### src/rtl/vga_scanout.sv
// VGA timing generator and pixel-doubling scanout for a 320x240 framebuffer.
// fb_coords packs the read address as {x[8:0], y[7:0]}.
module vga_scanout #(
    parameter int H_VIS  = 640,
    parameter int H_FP   = 16,
    parameter int H_SYNC = 96,
    parameter int H_BP   = 48,
    parameter int V_VIS  = 480,
    parameter int V_FP   = 10,
    parameter int V_SYNC = 2,
    parameter int V_BP   = 33
) (
    input  logic        Clk,
    input  logic        Reset,
    output logic [16:0] fb_coords,
    input  logic [2:0]  fb_color,
    output logic        new_frame,
    output logic        hsync,
    output logic        vsync,
    output logic        blank_n,
    output logic [3:0]  vga_r,
    output logic [3:0]  vga_g,
    output logic [3:0]  vga_b
);
    localparam logic [9:0] H_LAST   = 10'(H_VIS + H_FP + H_SYNC + H_BP - 1);
    localparam logic [9:0] V_LAST   = 10'(V_VIS + V_FP + V_SYNC + V_BP - 1);
    localparam logic [9:0] H_VIS_W  = 10'(H_VIS);
    localparam logic [9:0] V_VIS_W  = 10'(V_VIS);
    localparam logic [9:0] HS_FIRST = 10'(H_VIS + H_FP);
    localparam logic [9:0] HS_LAST  = 10'(H_VIS + H_FP + H_SYNC - 1);
    localparam logic [9:0] VS_FIRST = 10'(V_VIS + V_FP);
    localparam logic [9:0] VS_LAST  = 10'(V_VIS + V_FP + V_SYNC - 1);

    logic       phase_q, phase_d;
    logic       tick;
    logic [9:0] hcnt_q, hcnt_d;
    logic [9:0] vcnt_q, vcnt_d;
    logic [8:0] x_q, x_d;
    logic [7:0] y_q, y_d;
    logic       hsync_q, hsync_d;
    logic       vsync_q, vsync_d;
    logic       blank_n_q, blank_n_d;
    logic [3:0] r_q, r_d, g_q, g_d, b_q, b_d;
    logic       new_frame_q, new_frame_d;
    logic       vis_cur, vis_next;

    always_comb begin
        phase_d     = ~phase_q;
        tick        = phase_q;
        hcnt_d      = hcnt_q;
        vcnt_d      = vcnt_q;
        x_d         = x_q;
        y_d         = y_q;
        hsync_d     = hsync_q;
        vsync_d     = vsync_q;
        blank_n_d   = blank_n_q;
        r_d         = r_q;
        g_d         = g_q;
        b_d         = b_q;
        new_frame_d = 1'b0;
        vis_cur     = (hcnt_q < H_VIS_W) && (vcnt_q < V_VIS_W);
        vis_next    = 1'b0;

        if (tick) begin
            if (hcnt_q == H_LAST) begin
                hcnt_d = 10'd0;
                vcnt_d = (vcnt_q == V_LAST) ? 10'd0 : vcnt_q + 10'd1;
            end else begin
                hcnt_d = hcnt_q + 10'd1;
            end

            // Read address tracks the post-advance position so the colour
            // returns in time for the next tick's output capture.
            vis_next = (hcnt_d < H_VIS_W) && (vcnt_d < V_VIS_W);
            x_d      = vis_next ? hcnt_d[9:1] : 9'd0;
            y_d      = vis_next ? vcnt_d[8:1] : 8'd0;

            hsync_d   = !((hcnt_q >= HS_FIRST) && (hcnt_q <= HS_LAST));
            vsync_d   = !((vcnt_q >= VS_FIRST) && (vcnt_q <= VS_LAST));
            blank_n_d = vis_cur;
            r_d       = vis_cur ? {4{fb_color[2]}} : 4'd0;
            g_d       = vis_cur ? {4{fb_color[1]}} : 4'd0;
            b_d       = vis_cur ? {4{fb_color[0]}} : 4'd0;

            new_frame_d = (hcnt_d == 10'd0) && (vcnt_d == V_VIS_W);
        end
    end

    always_ff @(posedge Clk) begin
        if (Reset) begin
            phase_q     <= 1'b0;
            hcnt_q      <= 10'd0;
            vcnt_q      <= 10'd0;
            x_q         <= 9'd0;
            y_q         <= 8'd0;
            hsync_q     <= 1'b1;
            vsync_q     <= 1'b1;
            blank_n_q   <= 1'b0;
            r_q         <= 4'd0;
            g_q         <= 4'd0;
            b_q         <= 4'd0;
            new_frame_q <= 1'b0;
        end else begin
            phase_q     <= phase_d;
            hcnt_q      <= hcnt_d;
            vcnt_q      <= vcnt_d;
            x_q         <= x_d;
            y_q         <= y_d;
            hsync_q     <= hsync_d;
            vsync_q     <= vsync_d;
            blank_n_q   <= blank_n_d;
            r_q         <= r_d;
            g_q         <= g_d;
            b_q         <= b_d;
            new_frame_q <= new_frame_d;
        end
    end

    assign fb_coords = {x_q, y_q};
    assign new_frame = new_frame_q;
    assign hsync     = hsync_q;
    assign vsync     = vsync_q;
    assign blank_n   = blank_n_q;
    assign vga_r     = r_q;
    assign vga_g     = g_q;
    assign vga_b     = b_q;
endmodule

### config.mk
export PLATFORM = sky130hd
export DESIGN_NAME = vga_scanout
export DESIGN_NICKNAME = d
export VERILOG_FILES = /design/src/rtl/vga_scanout.sv
export SDC_FILE = /design/constraint.sdc
export NUM_CORES = 1
export LEC_CHECK = 0
export CAP_MARGIN = 0
export CORE_MARGIN = 10
export CORE_UTILIZATION = 55
export CTS_CLUSTER_DIAMETER = 100
export DETAILED_ROUTE_END_ITERATION = 16
export DONT_BUFFER_PORTS = 1
export GPL_TIMING_DRIVEN = 0
export PLACE_DENSITY = 0.7
export SYNTH_ARGS = -nofsm -noshare
export SYNTH_HDL_FRONTEND = slang
export SYNTH_SLANG_ARGS = --single-unit
### constraint.sdc
create_clock -name Clk -period 5.8 [get_ports Clk]
set_clock_uncertainty 0.15 [all_clocks]
set_input_delay 0.58 -clock Clk [delete_from_list [all_inputs] [get_ports Clk]]
set_output_delay 0.58 -clock Clk [all_outputs]
set_load 0.01 [all_outputs]
# Word-level counts from Yosys, hierarchy flattened
# Cells that the tools add are included.
# word_totals
in_bits,5
regBits,54
output_inout_bits,33
# op_classes
addsub,2
n_lt_le_gt_ge,8
n_eq_ne,3
n_bitwise,1
n_reduce_logical,9
mux,10
# op_table
op,count
$mux W10,5
$add A10 B1 Y10 const B,2
$eq A10 B10 Y1 const B,2
$lt A10 B10 Y1 const B,2
$lt A10 B9 Y1 const B,2
$mux W4,3
$eq A10 B9 Y1 const B,1
$ge A10 B10 Y1 const B,1
$ge A10 B9 Y1 const B,1
$le A10 B10 Y1 const B,1
$le A10 B9 Y1 const B,1
$logic_not A10 Y1,1
$mux W9,1
$mux W8,1
$logic_and A1 B1 Y1,5
$logic_not A1 Y1,2
$reduce_or A2 Y1,1
$not A1 Y1,1

# Depth between registers and ports, before layout
# Gate-level depths: netlist of the first run.
# logic_depth
word_depth,7
ltp_mapped,10
depth_no_buf,8

# Worst setup path before layout of the first run
# No wires, ideal clock.
# synth_path
path_kind,reg-to-reg
startpoint,reg hcnt_q[0]
endpoint,reg y_q[1]
slack_ns,2.938
arrival_ns,2.595
stages_incl_launch_ff,11
path_buffers,3
required_time_ns,5.533
path_cell_list,dfxtp_1 ha_1 nand3_1 or4_4 buf_6 nor3_4 xnor2_1 or4_4 buf_6 buf_8 a32o_1
# synth_between
elab_chain_cells,6
# synth_rtl
item,line,text
start: declaration,36,"logic [9:0] hcnt_q, hcnt_d;"
start signal: assignment,105,hcnt_q <= hcnt_d;
$add A10 B1 Y10 or $eq A10 B10 Y1 (tied branches),"69, 65",
$mux W10,65,if (hcnt_q == H_LAST) begin
$mux W10,64,if (tick) begin
$lt A10 B10 Y1 or $lt A10 B9 Y1 (tied branches),74,vis_next = (hcnt_d < H_VIS_W) && (vcnt_d < V_VIS_W);
$logic_and A1 B1 Y1,74,
$mux W8 *,76,y_d = vis_next ? vcnt_d[8:1] : 8'd0;
end signal: assignment,108,y_q <= y_d;
end: declaration,39,"logic [7:0] y_q, y_d;"
# Every way passes the cells marked *; elsewhere a longest branch is shown, timed or not. The select of a mux whose other input is x is not followed.
# A chain may end at the register's enable or synchronous reset.

# Worst setup path after layout of the first run
# layout_path
startpoint,reg hcnt_q[0]
endpoint,reg x_q[7]
# layout_between
elab_chain_cells,6
# layout_rtl
item,line,text
$add A10 B1 Y10 or $eq A10 B10 Y1 (tied branches),"69, 65",
$mux W10,65,
$mux W10,64,
$lt A10 B10 Y1 or $lt A10 B9 Y1 (tied branches),74,
$logic_and A1 B1 Y1,74,
$mux W9 *,75,x_d = vis_next ? hcnt_d[9:1] : 9'd0;
end signal: assignment,94,x_q <= 9'd0;
end signal: assignment,107,x_q <= x_d;
end: declaration,38,"logic [8:0] x_q, x_d;"
# Marks and branches as above.

==> results of run 1 <==
-- kinds of logic after synthesis --
logic type | count (synthesis)
AO/OA/AOI/OAI | 61
XOR/XNOR | 17
adder cells (fa/ha/maj) | 4
buffers and inverters | 43
flip-flops | 45
multiplexers | 3
AND/OR/NAND/NOR | 99
-- cell usage in the layout (no fill, tap or decap), types with 2 or more instances in the layout --
cell / count
clkbuf_8: 5
clkinvlp_4: 2
a21o_1: 7
o21ai_0: 9
a211oi_1: 2
or4_4: 2
xor2_1: 9
buf_2: 5
xnor2_1: 8
or4_1: 2
and2_1: 2
o31ai_1: 4
dfxtp_1: 45
nor3_1: 10
inv_1: 8
nand4_1: 10
and3_1: 6
buf_6: 3
nand2b_1: 2
nor4_1: 2
ha_1: 4
nor2_1: 29
buf_4: 9
a22o_1: 6
nand2_1: 12
a21oi_1: 9
nand3_1: 10
or2_2: 2
mux2i_1: 3
a32o_1: 14
clkbuf_1: 18
-- how the worst max path moves through the flow --
stage / endpoint
after floorplan: y_q[1]$_SDFFE_PP0P_
after global placement: x_q[7]$_SDFFE_PP0P_
after detailed placement: x_q[7]$_SDFFE_PP0P_
after CTS: y_q[7]$_SDFFE_PP0P_
after global routing: y_q[6]$_SDFFE_PP0P_
final: x_q[7]$_SDFFE_PP0P_
-- power breakdown --
part           internal (W)  switching, W
Combinational     0.0000125     0.0000220
Clock             0.0000850      0.000109
Sequential         0.000314    0.00000656
Total              0.000412      0.000138
-- per-layer routing --
metal	global-route usage (%)	share of wire [%]	up-vias
li1	-	-	986
met1	18.5	41	939
met2	27.4	52	41
met3	4.16	4.8	11
met4	4.94	1.9	0
met5	0	0	-
-- cell usage after synthesis (all sizes together) (6+ instances only) --
cell type,n
and3,6
nor2,29
a21o,7
nand3,10
clkbuf,17
nand4,10
a22o,6
dfxtp,45
xnor2,8
o21ai,10
nor3,12
nand2,12
xor2,9
inv,8
buf,18
a21oi,9
a32o,14
-- flip-flops by register name, summed over array words and instances, names as in the netlist --
| signal | cells |
|---|---|
| vsync | 1 |
| blank_n | 1 |
| new_frame | 1 |
| vga_r | 1 |
| x_q | 9 |
| vcnt_q | 10 |
| y_q | 8 |
| vga_g | 1 |
| phase_q | 1 |
| vga_b | 1 |
| hsync | 1 |
| hcnt_q | 10 |
-- stage by stage --
step | std cells | total power [W] | area, µm²
floorplan | 272 | 0.000353 | 2360
global placement | 322 | 0.000363 | 2420
detailed placement | 322 | 0.000363 | 2420
CTS | 330 | 0.000558 | 2510
global route | 330 | 0.000575 | 2510
finish | 330 | 0.000550 | 2510
-- area by class of cell --
type	instances	area share, %
buffer	35	8.17
clock buffer	6	2.89
clock inverter	2	0.598
inverter	8	1.20
multi-input combinational	184	48.8
sequential	45	35.9
tap	50	2.49
-- critical path, cell delays in order (launching register included) --
cell	delay (ns)
dfxtp_1	0.42
ha_1	0.27
nand3_1	0.17
nor4_1	0.49
clkbuf_1	0.44
nand4_1	0.16
a32oi_1	0.63
buf_2	0.34
a32o_1	0.19
==> run metrics, run 1 <==
status=finished clean; DR pass1 iterations=4; Final #Nets=288; HP Class=in2reg; r2r worst-path depth=8; Residual DRC=0; RSZ-0062 raised after global routing=no; CP endpoint kind=register; fin crit period=3.31 ns; DR WL/cell=17.2 µm; cts hold-fix bufs=0; mapped cell area=0.00236 mm²; clock sinks=45; die height=85.5 µm; Yosys top cell by area=dfxtp_1; root buf cell=clkbuf_8; Yosys top cell area share=38.2%; post-route ant nets=0; fin crit share=57.0%; Initial Utilization=57.8%; Reg area=901 µm²; flops & latches, synth=45; HP Start=Reset; flop2flop setup slack=2.49 ns; post-synthesis mux area share=1.27%; final wirelength=5.67 mm; distinct cell type count after synthesis=50; hold path endpoint=vsync$_SDFFE_PP1P_; deepest clock path buffer count=2; Worst-path clk slew=0.08 ns; Final Max Slew Viols=0; cells taking the most area after synthesis=dfxtp_1 38%, a32o_1 5.9%, nor2_1 4.6%; DP HPWL=4.19 mm; CTS tree=built; warning count from the yosys run=0; cell count after synthesis=272; EDFF count, synth=0; Hold Violations, Final=0; share of layout cells above drive strength 1=12.1%; largest family of logic cells by synthesized area=simple AND/OR/NAND/NOR gates; Die W=85.5 µm; Rows=23; Worst Tran Pin Value=0.989 ns; number of I/O pins=38; CTS resizes=0; Setup Viol. Count Final=0; gr usage total=15.8%; n_diodes=0; core area=0.00409 mm²; H-tree depth=2; pin count of the biggest net entering global routing=15; vias in the first global route=1897; WHS Path Cells=1; Reg2Reg Launch Point=hcnt_q[0]$_SDFFE_PP0P_; grt total ovfl=0; simple logic cell fraction of the synthesized area=22.5%; fillers=396; Synth Area in XOR/XNOR=6.31%; MaxCap Viol Count=0; Worst-Skew Late Latency=0.30 ns; setup_tns=0 ns; Post-CTS Setup Inserts=0; Leak Pwr=0.922 nW; Arr. time, crit path=3.40 ns; Synth Flop Type=dfxtp_1; Pwr Density=219 mW/mm²; Die ar.=0.00731 mm²; WP data required=5.89 ns; worst rel slew slack=33.2%; Compound-Gate Fraction of Synth Area=19.7%; Worst Slack Setup Final=2.49 ns; sequential area share after synthesis=38.2%; synthesis-to-layout area growth=6.36%; syn_nets=281; DR vias=1977; initial antenna violation count=0; multi-input logic area=0.00122 mm²; hold slack=0.227 ns; critical path class=reg2reg; Via-to-Cell Ratio=5.99; R2R Path End=x_q[7]$_SDFFE_PP0P_; Critical Path Start=hcnt_q[0]$_SDFFE_PP0P_; post-synthesis adder-cell area fraction=2.12%; startpoint types=register; Post-Syn Area per Cell=8.68 µm²; Port Buffers=0; first-pass GRT wire length=9.52 mm; gp weighted congestion=0.903; ys async rst share=0%; Iter 0 DRT Violations=143; worst-path fanout max=10; Num CTS Buffers=5; max frequency=302 MHz; pre-CTS setup slack=2.53 ns; Final Util=61.5%; VDD IR max=0.000136 V
Note: power is estimated with default switching activity, not from simulation.
==> run 2, diff against run 1 <==
clock period = 3.3 ns   (was 5.8 ns; I/O delays follow)
==> run metrics, run 2 (synthesis results as in run 1) <==
status=finished clean (unchanged); placed insts=322 (unchanged); most frequent cells in the layout=45 x dfxtp_1, 29 x nor2_1, 17 x clkbuf_1 (was 45 x dfxtp_1, 29 x nor2_1, 18 x clkbuf_1); critical path class=reg2reg (unchanged); Largest regs=hcnt_q: 10 flops, vcnt_q: 10 flops, x_q: 9 flops (unchanged); synthesis-to-layout area growth=8.00% (was 6.36%); Worst Tran Pin Value=0.997 ns (was 0.989 ns); fin cells=333 (was 330); Final Util=62.4% (was 61.5%); CP max-delay cell=or4_4 (was a32oi_1); Worst-path clk slew=0.08 ns (about the same); Initial Utilization=57.8% (unchanged); initial antenna violation count=0 (unchanged); startpoint types=register (unchanged); CP max stage delay=0.54 ns (was 0.63 ns); Num CTS Buffers=5 (unchanged); gp weighted congestion=0.903 (unchanged); final wirelength=5.73 mm (was 5.67 mm); DR vias=1997 (was 1977); VDD IR max=0.000242 V (was 0.000136 V); pin count of the biggest net entering global routing=15 (unchanged); fillers=390 (was 396); Hold Violations, Final=0 (unchanged); Die W=85.5 µm (unchanged); Final Max Slew Viols=0 (unchanged); fin crit share=93.4% (was 57.0%); WP data required=3.35 ns (was 5.89 ns); CP endpoint kind=register (unchanged); flop2flop setup slack=0.22 ns (was 2.49 ns); Post-CTS Setup Inserts=0 (unchanged); hold slack=0.00732 ns (was 0.227 ns); Residual DRC=0 (unchanged); max frequency=325 MHz (was 302 MHz); worst rel slew slack=32.6% (was 33.2%); Pwr Density=381 mW/mm² (was 219 mW/mm²); DR pass1 iterations=4 (unchanged); clock sinks=45 (unchanged); RSZ-0062 raised after global routing=no (unchanged); Rows=23 (unchanged); MaxCap Viol Count=0 (unchanged); number of I/O pins=38 (unchanged); Reg area=901 µm² (unchanged); DP HPWL=4.19 mm (unchanged); critical-path cell list=ha_1, nand3_1, or4_4, buf_6, nor3_4, xnor2_1, or4_4, buf_6, buf_8, a32o_1 (was ha_1, nand3_1, nor4_1, clkbuf_1, nand4_1, a32oi_1, buf_2, a32o_1); HP Class=in2reg (unchanged); grt total ovfl=0 (unchanged); root buf cell=clkbuf_8 (unchanged); worst-path fanout max=10 (unchanged); Arr. time, crit path=3.13 ns (was 3.40 ns); die height=85.5 µm (unchanged); Die ar.=0.00731 mm² (unchanged); multi-input logic area=0.00123 mm² (was 0.00122 mm²); post-route ant nets=0 (unchanged); first-pass GRT wire length=9.58 mm (was 9.52 mm); core area=0.00409 mm² (unchanged); Via-to-Cell Ratio=6.00 (was 5.99); Setup Viol. Count Final=0 (unchanged); deepest clock path buffer count=2 (unchanged); CTS tree=built (unchanged); Final #Nets=291 (was 288); setup_tns=0 ns (unchanged); Iter 0 DRT Violations=129 (was 143); fin crit period=3.08 ns (was 3.31 ns); H-tree depth=2 (unchanged); Worst-Skew Late Latency=0.30 ns (about the same); share of layout cells above drive strength 1=12.7% (was 12.1%); Leak Pwr=0.942 nW (was 0.922 nW); Port Buffers=0 (unchanged); DR WL/cell=17.2 µm (about the same); vias in the first global route=1902 (was 1897); n_diodes=0 (unchanged); gr usage total=16.0% (was 15.8%); most common cell after layout, fill and taps aside=dfxtp_1 (unchanged)
-- run 2: final timing paths --
check | startpoint | to | cells past startpoint
min | fb_color[2] | vga_r[2]$_SDFFE_PP0P_ | 1
max reg2reg | hcnt_q[0]$_SDFFE_PP0P_ | y_q[5]$_SDFFE_PP0P_ | 10
min reg2reg | hcnt_q[0]$_SDFFE_PP0P_ | hcnt_q[0]$_SDFFE_PP0P_ | 2
max | hcnt_q[0]$_SDFFE_PP0P_ | y_q[5]$_SDFFE_PP0P_ | 10
-- run 2: timing repair --
action                                  4_1_cts  5_1_grt
endpoints found under the setup margin        1       10
pin swaps                                     0        0
resized for setup                             1        2
endpoints found under the hold margin         3        0
hold buffers                                  3        0
-- run 2: routing by layer --
| metal | wire length [µm] | share of wire, % | global-route usage [%] |
|---|---|---|---|
| met3 | 269 | 4.7 | 4.16 |
| met5 | 0 | 0 | 0 |
| met4 | 85 | 1.5 | 4.94 |
| met1 | 2410 | 42 | 18.7 |
| met2 | 2960 | 52 | 27.7 |
-- run 2: final cells by class --
type / count / share of cell area, %
Tap cell: 50 / 2.45
Clock buffer: 6 / 2.85
Inverter: 8 / 1.18
Timing Repair Buffer: 3 / 1.18
Sequential cell: 45 / 35.3
Clock inverter: 2 / 0.589
Multi-Input combinational cell: 184 / 48.3
Buffer: 35 / 8.10
-- run 2: worst max-delay path: cells and delay by family, from the launching register on --
kind	cells	cell delay (ns)
compound gates	1	0.21
xor+xnor	1	0.10
fa+ha+maj	1	0.27
buf+inv	3	0.46
flops	1	0.43
simple gates	4	1.37
-- run 2: power breakdown --
group	switching, W	internal (W)	total [W]
sequential	0.0000116	0.000552	0.000564
combinational	0.0000397	0.0000243	0.0000639
clock	0.000195	0.000149	0.000344
-- run 2: through the flow --
stage	power, W	setup slack (ns)	area, µm²
after floorplan	0.000621	0.438	2360
after global placement	0.000637	0.0932	2420
after detailed placement	0.000638	0.0336	2420
after CTS	0.000983	0.193	2550
after global routing	0.00101	0.0643	2550
final	0.000972	0.219	2550
